## src/rtl/mem_access_unit_pkg.sv

```systemverilog
// Shared types and constants for the memory-access stage and its alignment helper.
// Used by both the build with MEMU_MISALIGN_CHECK_EN defined and the default build.
package mem_access_unit_pkg;

   typedef enum logic [1:0] {
      IDLE = 2'd0,
      REQ  = 2'd1,
      DONE = 2'd2
   } memu_state_t;

   localparam logic [1:0] MSIZE_B = 2'd0;
   localparam logic [1:0] MSIZE_H = 2'd1;
   localparam logic [1:0] MSIZE_W = 2'd2;
   localparam logic [1:0] MSIZE_D = 2'd3;

   // dreq_info[2] selects zero-extension for loads
   localparam int INFO_UNSIGNED_BIT = 2;

   localparam logic [7:0] STRB_B = 8'h01;
   localparam logic [7:0] STRB_H = 8'h03;
   localparam logic [7:0] STRB_W = 8'h0F;
   localparam logic [7:0] STRB_D = 8'hFF;

   function automatic logic [7:0] strobe_base(input logic [1:0] size);
      logic [7:0] s;
      case (size)
         MSIZE_B: s = STRB_B;
         MSIZE_H: s = STRB_H;
         MSIZE_W: s = STRB_W;
         default: s = STRB_D;
      endcase
      return s;
   endfunction

   function automatic logic is_misaligned(input logic [1:0] size, input logic [2:0] lo);
      logic m;
      case (size)
         MSIZE_H: m = lo[0];
         MSIZE_W: m = |lo[1:0];
         MSIZE_D: m = |lo;
         default: m = 1'b0;
      endcase
      return m;
   endfunction

endpackage

```

## src/rtl/mem_align.sv

```systemverilog
// Combinational byte-lane alignment: store strobe/data shift and load shift plus sign/zero extend.
// Used by both the build with MEMU_MISALIGN_CHECK_EN defined and the default build.
module mem_align
   import mem_access_unit_pkg::*;
#(
   parameter int XLEN = 64
) (
   input  logic [2:0]      addr_lo,
   input  logic [2:0]      info,
   input  logic [XLEN-1:0] wdata,
   input  logic [XLEN-1:0] rdata,
   output logic [7:0]      strobe,
   output logic [XLEN-1:0] wdata_sh,
   output logic [XLEN-1:0] load_ext
);

   logic [5:0]      shamt;
   logic [XLEN-1:0] raw;
   logic            uns;

   assign shamt    = {addr_lo, 3'b000};
   assign strobe   = strobe_base(info[1:0]) << addr_lo;
   assign wdata_sh = wdata << shamt;
   assign raw      = rdata >> shamt;
   assign uns      = info[INFO_UNSIGNED_BIT];

   always_comb begin
      load_ext = raw;
      case (info[1:0])
         MSIZE_B: load_ext = uns ? {{(XLEN-8){1'b0}}, raw[7:0]}
                                 : {{(XLEN-8){raw[7]}}, raw[7:0]};
         MSIZE_H: load_ext = uns ? {{(XLEN-16){1'b0}}, raw[15:0]}
                                 : {{(XLEN-16){raw[15]}}, raw[15:0]};
         MSIZE_W: load_ext = uns ? {{(XLEN-32){1'b0}}, raw[31:0]}
                                 : {{(XLEN-32){raw[31]}}, raw[31:0]};
         default: load_ext = raw;
      endcase
   end

endmodule

```

## src/rtl/mem_access_unit.sv

```systemverilog
// Memory-access stage: one bus transaction per start pulse, returns memu_finish one cycle after data_ok.
// Optional MEMU_MISALIGN_CHECK_EN adds the misalign output and skips the bus for unaligned starts.
module mem_access_unit
   import mem_access_unit_pkg::*;
#(
   parameter int XLEN   = 64,
   parameter int ADDR_W = 64
) (
   input  logic              clk,
   input  logic              rst,
   input  logic              memu_valid,
   input  logic              DMre,
   input  logic              DMwe,
   input  logic [2:0]        dreq_info,
   input  logic [ADDR_W-1:0] addr,
   input  logic [XLEN-1:0]   wdata,
   output logic              memu_finish,
`ifdef MEMU_MISALIGN_CHECK_EN
   output logic              misalign,
`endif
   output logic [XLEN-1:0]   load_data,
   output logic              dreq_valid,
   output logic [ADDR_W-1:0] dreq_addr,
   output logic [2:0]        dreq_size,
   output logic [7:0]        dreq_strobe,
   output logic [XLEN-1:0]   dreq_data,
   input  logic              dresp_data_ok,
   input  logic [XLEN-1:0]   dresp_data
);

   memu_state_t       state_reg, state_next;
   logic [ADDR_W-1:0] addr_reg;
   logic [2:0]        info_reg;
   logic              we_reg;
   logic [7:0]        strobe_reg;
   logic [XLEN-1:0]   data_reg;
   logic [XLEN-1:0]   load_data_reg;

   logic              is_mem;
   logic              mis_start;
   logic              latch_req;
   logic              capture_load;
   logic [2:0]        al_addr_lo;
   logic [2:0]        al_info;
   logic [7:0]        al_strobe;
   logic [XLEN-1:0]   al_wdata_sh;
   logic [XLEN-1:0]   al_load_ext;

   assign is_mem = DMre | DMwe;

`ifdef MEMU_MISALIGN_CHECK_EN
   logic misalign_reg;
   assign mis_start = is_misaligned(dreq_info[1:0], addr[2:0]);
`else
   assign mis_start = 1'b0;
`endif

   // In IDLE the aligner sees the incoming start; afterwards it sees the latched request
   assign al_addr_lo = (state_reg == IDLE) ? addr[2:0] : addr_reg[2:0];
   assign al_info    = (state_reg == IDLE) ? dreq_info : info_reg;

   mem_align #(.XLEN(XLEN)) u_align (
      .addr_lo  (al_addr_lo),
      .info     (al_info),
      .wdata    (wdata),
      .rdata    (dresp_data),
      .strobe   (al_strobe),
      .wdata_sh (al_wdata_sh),
      .load_ext (al_load_ext)
   );

   always_comb begin
      state_next   = state_reg;
      latch_req    = 1'b0;
      capture_load = 1'b0;
      case (state_reg)
         IDLE: begin
            if (memu_valid) begin
               if (is_mem && !mis_start) begin
                  latch_req  = 1'b1;
                  state_next = REQ;
               end else begin
                  state_next = DONE;
               end
            end
         end
         REQ: begin
            if (dresp_data_ok) begin
               capture_load = !we_reg;
               state_next   = DONE;
            end
         end
         DONE:    state_next = IDLE;
         default: state_next = IDLE;
      endcase
   end

   always_ff @(posedge clk or posedge rst) begin
      if (rst) begin
         state_reg     <= IDLE;
         addr_reg      <= '0;
         info_reg      <= '0;
         we_reg        <= 1'b0;
         strobe_reg    <= '0;
         data_reg      <= '0;
         load_data_reg <= '0;
      end else begin
         state_reg <= state_next;
         if (latch_req) begin
            addr_reg   <= addr;
            info_reg   <= dreq_info;
            we_reg     <= DMwe;
            strobe_reg <= DMwe ? al_strobe : 8'h00;
            data_reg   <= DMwe ? al_wdata_sh : '0;
         end
         if (capture_load) begin
            load_data_reg <= al_load_ext;
         end
      end
   end

`ifdef MEMU_MISALIGN_CHECK_EN
   always_ff @(posedge clk or posedge rst) begin
      if (rst) begin
         misalign_reg <= 1'b0;
      end else if (state_reg == IDLE && memu_valid) begin
         misalign_reg <= is_mem && mis_start;
      end
   end
   assign misalign = misalign_reg && (state_reg == DONE);
`endif

   assign dreq_valid  = (state_reg == REQ);
   assign memu_finish = (state_reg == DONE);
   assign dreq_addr   = addr_reg;
   assign dreq_size   = {1'b0, info_reg[1:0]};
   assign dreq_strobe = strobe_reg;
   assign dreq_data   = data_reg;
   assign load_data   = load_data_reg;

endmodule
```

## config.mk

```make
export PLATFORM = sky130hd
export DESIGN_NAME = mem_access_unit
export DESIGN_NICKNAME = d
export VERILOG_FILES = /design/src/rtl/mem_access_unit_pkg.sv /design/src/rtl/mem_align.sv /design/src/rtl/mem_access_unit.sv
export SDC_FILE = /design/constraint.sdc
export NUM_CORES = 1
export LEC_CHECK = 0
export BUFFER_PORTS_ARGS = -buffer_cell sky130_fd_sc_hd__buf_2
export CAP_MARGIN = 20
export CORE_ASPECT_RATIO = 2
export CORE_UTILIZATION = 35
export CTS_CLUSTER_DIAMETER = 200
export DETAILED_ROUTE_END_ITERATION = 16
export PLACE_DENSITY = 0.72
export SYNTH_ARGS = -nofsm -noshare
export SYNTH_HDL_FRONTEND = slang
export SYNTH_SLANG_ARGS = --single-unit
```

## constraint.sdc

```tcl
create_clock -name clk -period 21 [get_ports clk]
set_input_delay 3.15 -clock clk [delete_from_list [all_inputs] [get_ports clk]]
set_output_delay 3.15 -clock clk [all_outputs]
set_load 0.1 [all_outputs]
```

==> Yosys cells after proc, flatten, opt, wreduce, memory -nomap -nowiden <==
Index checks and enable logic that the tools add are counted.
W data, S select, Z words.
{ "totals": {"input_bits": 201, "output_inout_bits": 205, "register_bits": 206} }
{ "classes": {"bitwise": 1, "n_eq_ne": 6, "muxes": 18, "shifts": 3, "reduce_logical": 4} }
{ "op_table": {"columns": ["operator", "count"], "rows": [
  ["$mux W64", 4],
  ["$pmux W64 S3", 1],
  ["$shl A64 B6 Y64", 1],
  ["$shr A64 B6 Y64", 1],
  ["$pmux W8 S3", 1],
  ["$mux W8", 1],
  ["$shl A8 B3 Y8", 1],
  ["$mux W2", 3],
  ["$mux W3", 2],
  ["$mux W1", 5],
  ["$eq A2 B1 Y1 const B", 2],
  ["$eq A2 B2 Y1 const B", 2],
  ["$logic_not A2 Y1", 2],
  ["$pmux W2 S2", 1],
  ["$ne A2 B1 Y1 const B", 1],
  ["$ne A2 B2 Y1 const B", 1],
  ["$reduce_and A2 Y1", 1],
  ["$logic_not A1 Y1", 1],
  ["$or A1 B1 Y1", 1]
]} }

==> Logic depth before layout (Yosys ltp) <==
{ "logic_depth": {"depth_word": 6, "ltp_mapped": 10} }

==> By module <==
A second synthesis with hierarchy kept.
{ "hier_totals": {"cells_unflattened": 1062, "area_unflattened_um2": 12144.1} }
{ "by_module_without_submodules": {"columns": ["module", "instances", "seq_area_each_um2", "cells_each", "area_each_um2"], "rows": [
  ["mem_access_unit", 1, 5154.9, 462, 7753.7],
  ["mem_align", 1, 0.0, 600, 4390.5]
]} }

==> Worst setup path before layout <==
No wires, ideal clock.
{ "synth_timing": {"path_kind": "flip-flop to output port", "start": "reg state_reg[0]", "end": "out memu_finish", "setup_slack_ps": 16076, "n_path_buf": 0, "arrival_time_ps": 1774, "path_stages_with_launch": 2, "required_time_ps": 17850, "cell_sequence": "dfrtp_1 -> nor2b_1"} }
{ "synth_between": {"elab_chain_cells": 1} }
{ "synth_lines": {"columns": ["item", "line_no", "text"], "rows": [
  ["from (decl)", "mem_access_unit.sv:31", "memu_state_t state_reg, state_next;"],
  ["from (signal assigned)", "mem_access_unit.sv:108", "state_reg <= state_next;"],
  ["$eq A2 B2 Y1", "mem_access_unit.sv:134", "assign memu_finish = (state_reg == DONE);"],
  ["to (decl)", "mem_access_unit.sv:17", "output logic memu_finish,"]
]} }
Every way passes these cells.

==> Final worst setup path <==
{ "layout_timing": {"start": "in addr[0]", "end": "reg load_data_reg[40] (netlist: load_data[40])"} }
{ "layout_between": {"elab_chain_cells": 4} }
{ "layout_lines": {"columns": ["item", "line_no", "text"], "rows": [
  ["from (decl)", "mem_access_unit.sv:15", "input logic [ADDR_W-1:0] addr,"],
  ["$mux W3 *", "mem_access_unit.sv:59", "assign al_addr_lo = (state_reg == IDLE) ? addr[2:0] : addr_reg[2:0];"],
  ["$shr A64 B6 Y64 *", "mem_align.sv:24", "assign raw = rdata >> shamt;"],
  ["$mux W64, on equally long branches", "mem_align.sv:34, mem_align.sv:30, mem_align.sv:32", null],
  ["$pmux W64 S3 *", "mem_align.sv:29", "case (info[1:0])"],
  ["to (signal assigned)", "mem_access_unit.sv:117", "load_data_reg <= al_load_ext;"],
  ["to (decl)", "mem_access_unit.sv:37", "logic [XLEN-1:0] load_data_reg;"]
]} }
Mark *: on every way between the ends. The rest lies on a longest branch, timed or not.
A chain may end at the register's enable or synchronous reset.

==> qor.yml <==
cells_and_area:
  final_nets: 1680
  drive_gt1_share_pct: 37.20
  postLayoutCellArea_mm2: 0.01373
  area_growth_pct: 27.55
  seq_area_mm2: 0.005155
  multi_input_area_mm2: 0.005225
  fillers: 2944
critical_path:
  crit_chain: "buf_2 -> mux2_4 -> buf_4 -> mux2i_1 -> a22oi_1 -> and4_1 -> nor4b_4 -> buf_4 -> a21oi_1"
  worstSetupPathType: "primary input to flop"
  reg2reg_to: "load_data[40]$_DFFE_PP0P_"
  cp_num_buf_inv: 3
  critical_path_required_ps: 21380
  critPathSlowestCell: "buf_4"
  r2r-start: "state_reg[0]$_DFFE_PP0P_"
  cpPeakStageDelay_ps: 630
  cp_max_fo: 46
  reg2reg_depth: 9
  cp_top_family: "buffers and inverters"
  cp_common_cell: "buf_4"
  cp-start-kind: "primary input"
  r2r_setup_slack_ps: 17070
  cp-end-kind: "flop"
  arrival_ps: 6010
cts:
  hold_buffers: 0
  cts-root-buf: "clkbuf_16"
  cts_tree: "done"
  clock_sinks: 206
  cts_resized: 0
  post_cts_buffers: 0
  numCtsBuffers: 21
  htree_num_levels: 1
  worst_skew_pair.late_latency_ps: 520
  path_clk_slew_ps: 60
  cts_max_path_buffers: 3
die:
  start_util_pct: 35.67
  ioPinCount: 406
  die_w_um: 126.0
  fp.dieH_um: 250.0
  coreArea_mm2: 0.03018
  dieArea_mm2: 0.03151
  rows: 90
drt:
  first_pass_iters: 8
  vias: 10180
  drc: 0
  vias_per_cell: 5.467
  wl_mm: 41.87
  wl_per_cell_um: 22.49
  ant_nets: 0
  drt_iter0_markers: 615
timing:
  period_share_pct: 26.80
  rsz0062_at_grt: "no"
  relSlewSlack_pct: 25.09
  drv_slew: 0
  hold_viol: 0
  max_slew.worst_pin.slew_ps: 1122
  fmax_mhz: 177.7
  holdWs_ps: 477.5
  finalSetupViolations: 0
  finClkSkew_ps: 11.14
  fin_ws_ps: 15370
  period_needed_ps: 5629
  setup_tns_ps: 0
global_routing:
  grt_overflow: 0
  grt_pass1_vias: 10060
  grt_max_degree: 149
  grt_pass1_wl_mm: 61.74
  antenna_found_initial: 2
  grt_usage_pct: 26.19
yosys:
  syn_area_per_cell_um2: 9.569
  netlist_top_cells_count: "nand2_1, dfrtp_1, mux2i_1"
  synth_seq_area_share_pct: 47.88
  async_flop_share_pct: 100.0
  yosysMostFrequentCell: "nand2_1"
  syn_inst: 1125
  ys_top_cells_by_area: "dfrtp_1, mux2i_1, nand2_1"
  ys_types: 49
  netlist_area_mm2: 0.01077
  synth_area_leader_cell: "dfrtp_1"
  synthesis.nets: 1326
  synth-seq-cells: 206
  yosys.area.top_type_share_pct: 47.88
  yosysWarnings: 0
  synth-edff-count: 0
  synthFlopType: "dfrtp_1"
placed_design:
  place_hpwl_mm: 31.74
  place.gp.congestion: 0.9508
  placed_area_mm2: 0.01299
  place_ws_ps: 14890
  portBuffers: 404
hold_path:
  hold_class: "flop to flop"
  min-delay-start: "dreq_data[39]$_DFFE_PP0P_"
  holdPathStages: 2
  hold_end: "dreq_data[39]$_DFFE_PP0P_"
status:
  status: "completed"
job:
  maxCapViolations: 0
## placed cells by master, fill, tap and decap left out, types with 3 or more instances in the layout
| cell type | Yosys | layout |
|---|---|---|
| a21bo_2 | 8 | 8 |
| a211o_1 | 7 | 7 |
| a31oi_1 | 39 | 39 |
| or2b_1 | 3 | 3 |
| clkbuf_1 | 50 | 4 |
| a21oi_1 | 49 | 49 |
| mux2_2 | 71 | 71 |
| buf_4 | 7 | 15 |
| clkbuf_8 | 0 | 5 |
| nor2_1 | 88 | 87 |
| nand3_1 | 54 | 54 |
| nand2_1 | 218 | 218 |
| dfrtp_1 | 206 | 206 |
| a22o_1 | 41 | 41 |
| mux2i_1 | 93 | 90 |
| clkinv_2 | 0 | 3 |
| o21ai_0 | 69 | 69 |
| o2bb2ai_1 | 7 | 7 |
| mux2i_4 | 0 | 3 |
| or2_2 | 5 | 5 |
| nor2_2 | 3 | 4 |
| a32oi_1 | 9 | 9 |
| nor3_1 | 9 | 9 |
| o22ai_1 | 9 | 9 |
| clkbuf_16 | 0 | 21 |
| buf_2 | 20 | 404 |
| a32o_1 | 4 | 4 |
| nand2b_1 | 8 | 8 |
| o22a_1 | 9 | 9 |
## per-stage QoR
step	cells	utilization [%]
floorplan	1125	-
global placement	1822	43.06
detailed placement	1822	43.06
CTS	1858	45.35
global route	1862	45.50
finish	1862	45.50
## worst max path at each step
stage,slack [ps],cells after the start,to,startpoint
floorplan,12230,1,dreq_addr[0]$_DFFE_PP0P_,rst
global placement,15000,9,load_data[34]$_DFFE_PP0P_,addr[0]
detailed placement,14890,9,load_data[40]$_DFFE_PP0P_,addr[0]
CTS,15420,9,load_data[40]$_DFFE_PP0P_,addr[0]
global route,15170,9,load_data[40]$_DFFE_PP0P_,addr[0]
finish,15370,9,load_data[40]$_DFFE_PP0P_,addr[0]
## per-layer routing
layer	up-vias	global-route usage, %	part of all wire [%]
li1	4693	-	-
met1	4880	26.47	33
met3	119	2.980	5.2
met4	0	20.00	8.3
met2	487	48.38	53
met5	-	0	0
## worst reg2reg max path: stages (launching register included)
cell,delay (ps)
dfrtp_1,440
nor2_4,500
mux2_4,640
buf_4,640
mux2i_1,420
a22oi_1,140
and4_1,290
nor4b_4,220
buf_4,370
a21oi_1,140
## cell type report
type / count / area share, %
antenna: 2 / 0.03645
clock buffer: 30 / 4.438
tap: 368 / 3.353
clock inverter: 6 / 0.6105
inverter: 3 / 0.1367
sequential: 206 / 37.54
timing repair buffer: 421 / 15.83
multi-input combinational: 826 / 38.05
## cells by family after synthesis
kind of cell / share of synthesized area (%)
other: 0.03483
flip-flops: 47.88
multiplexers: 16.35
AO/OA/AOI/OAI: 15.90
AND/OR/NAND/NOR: 15.83
buffers and inverters: 3.998
Power is left out: the tool's default activity adds up to more than one toggle a clock period on the data nets, which glitch-free logic cannot reach.
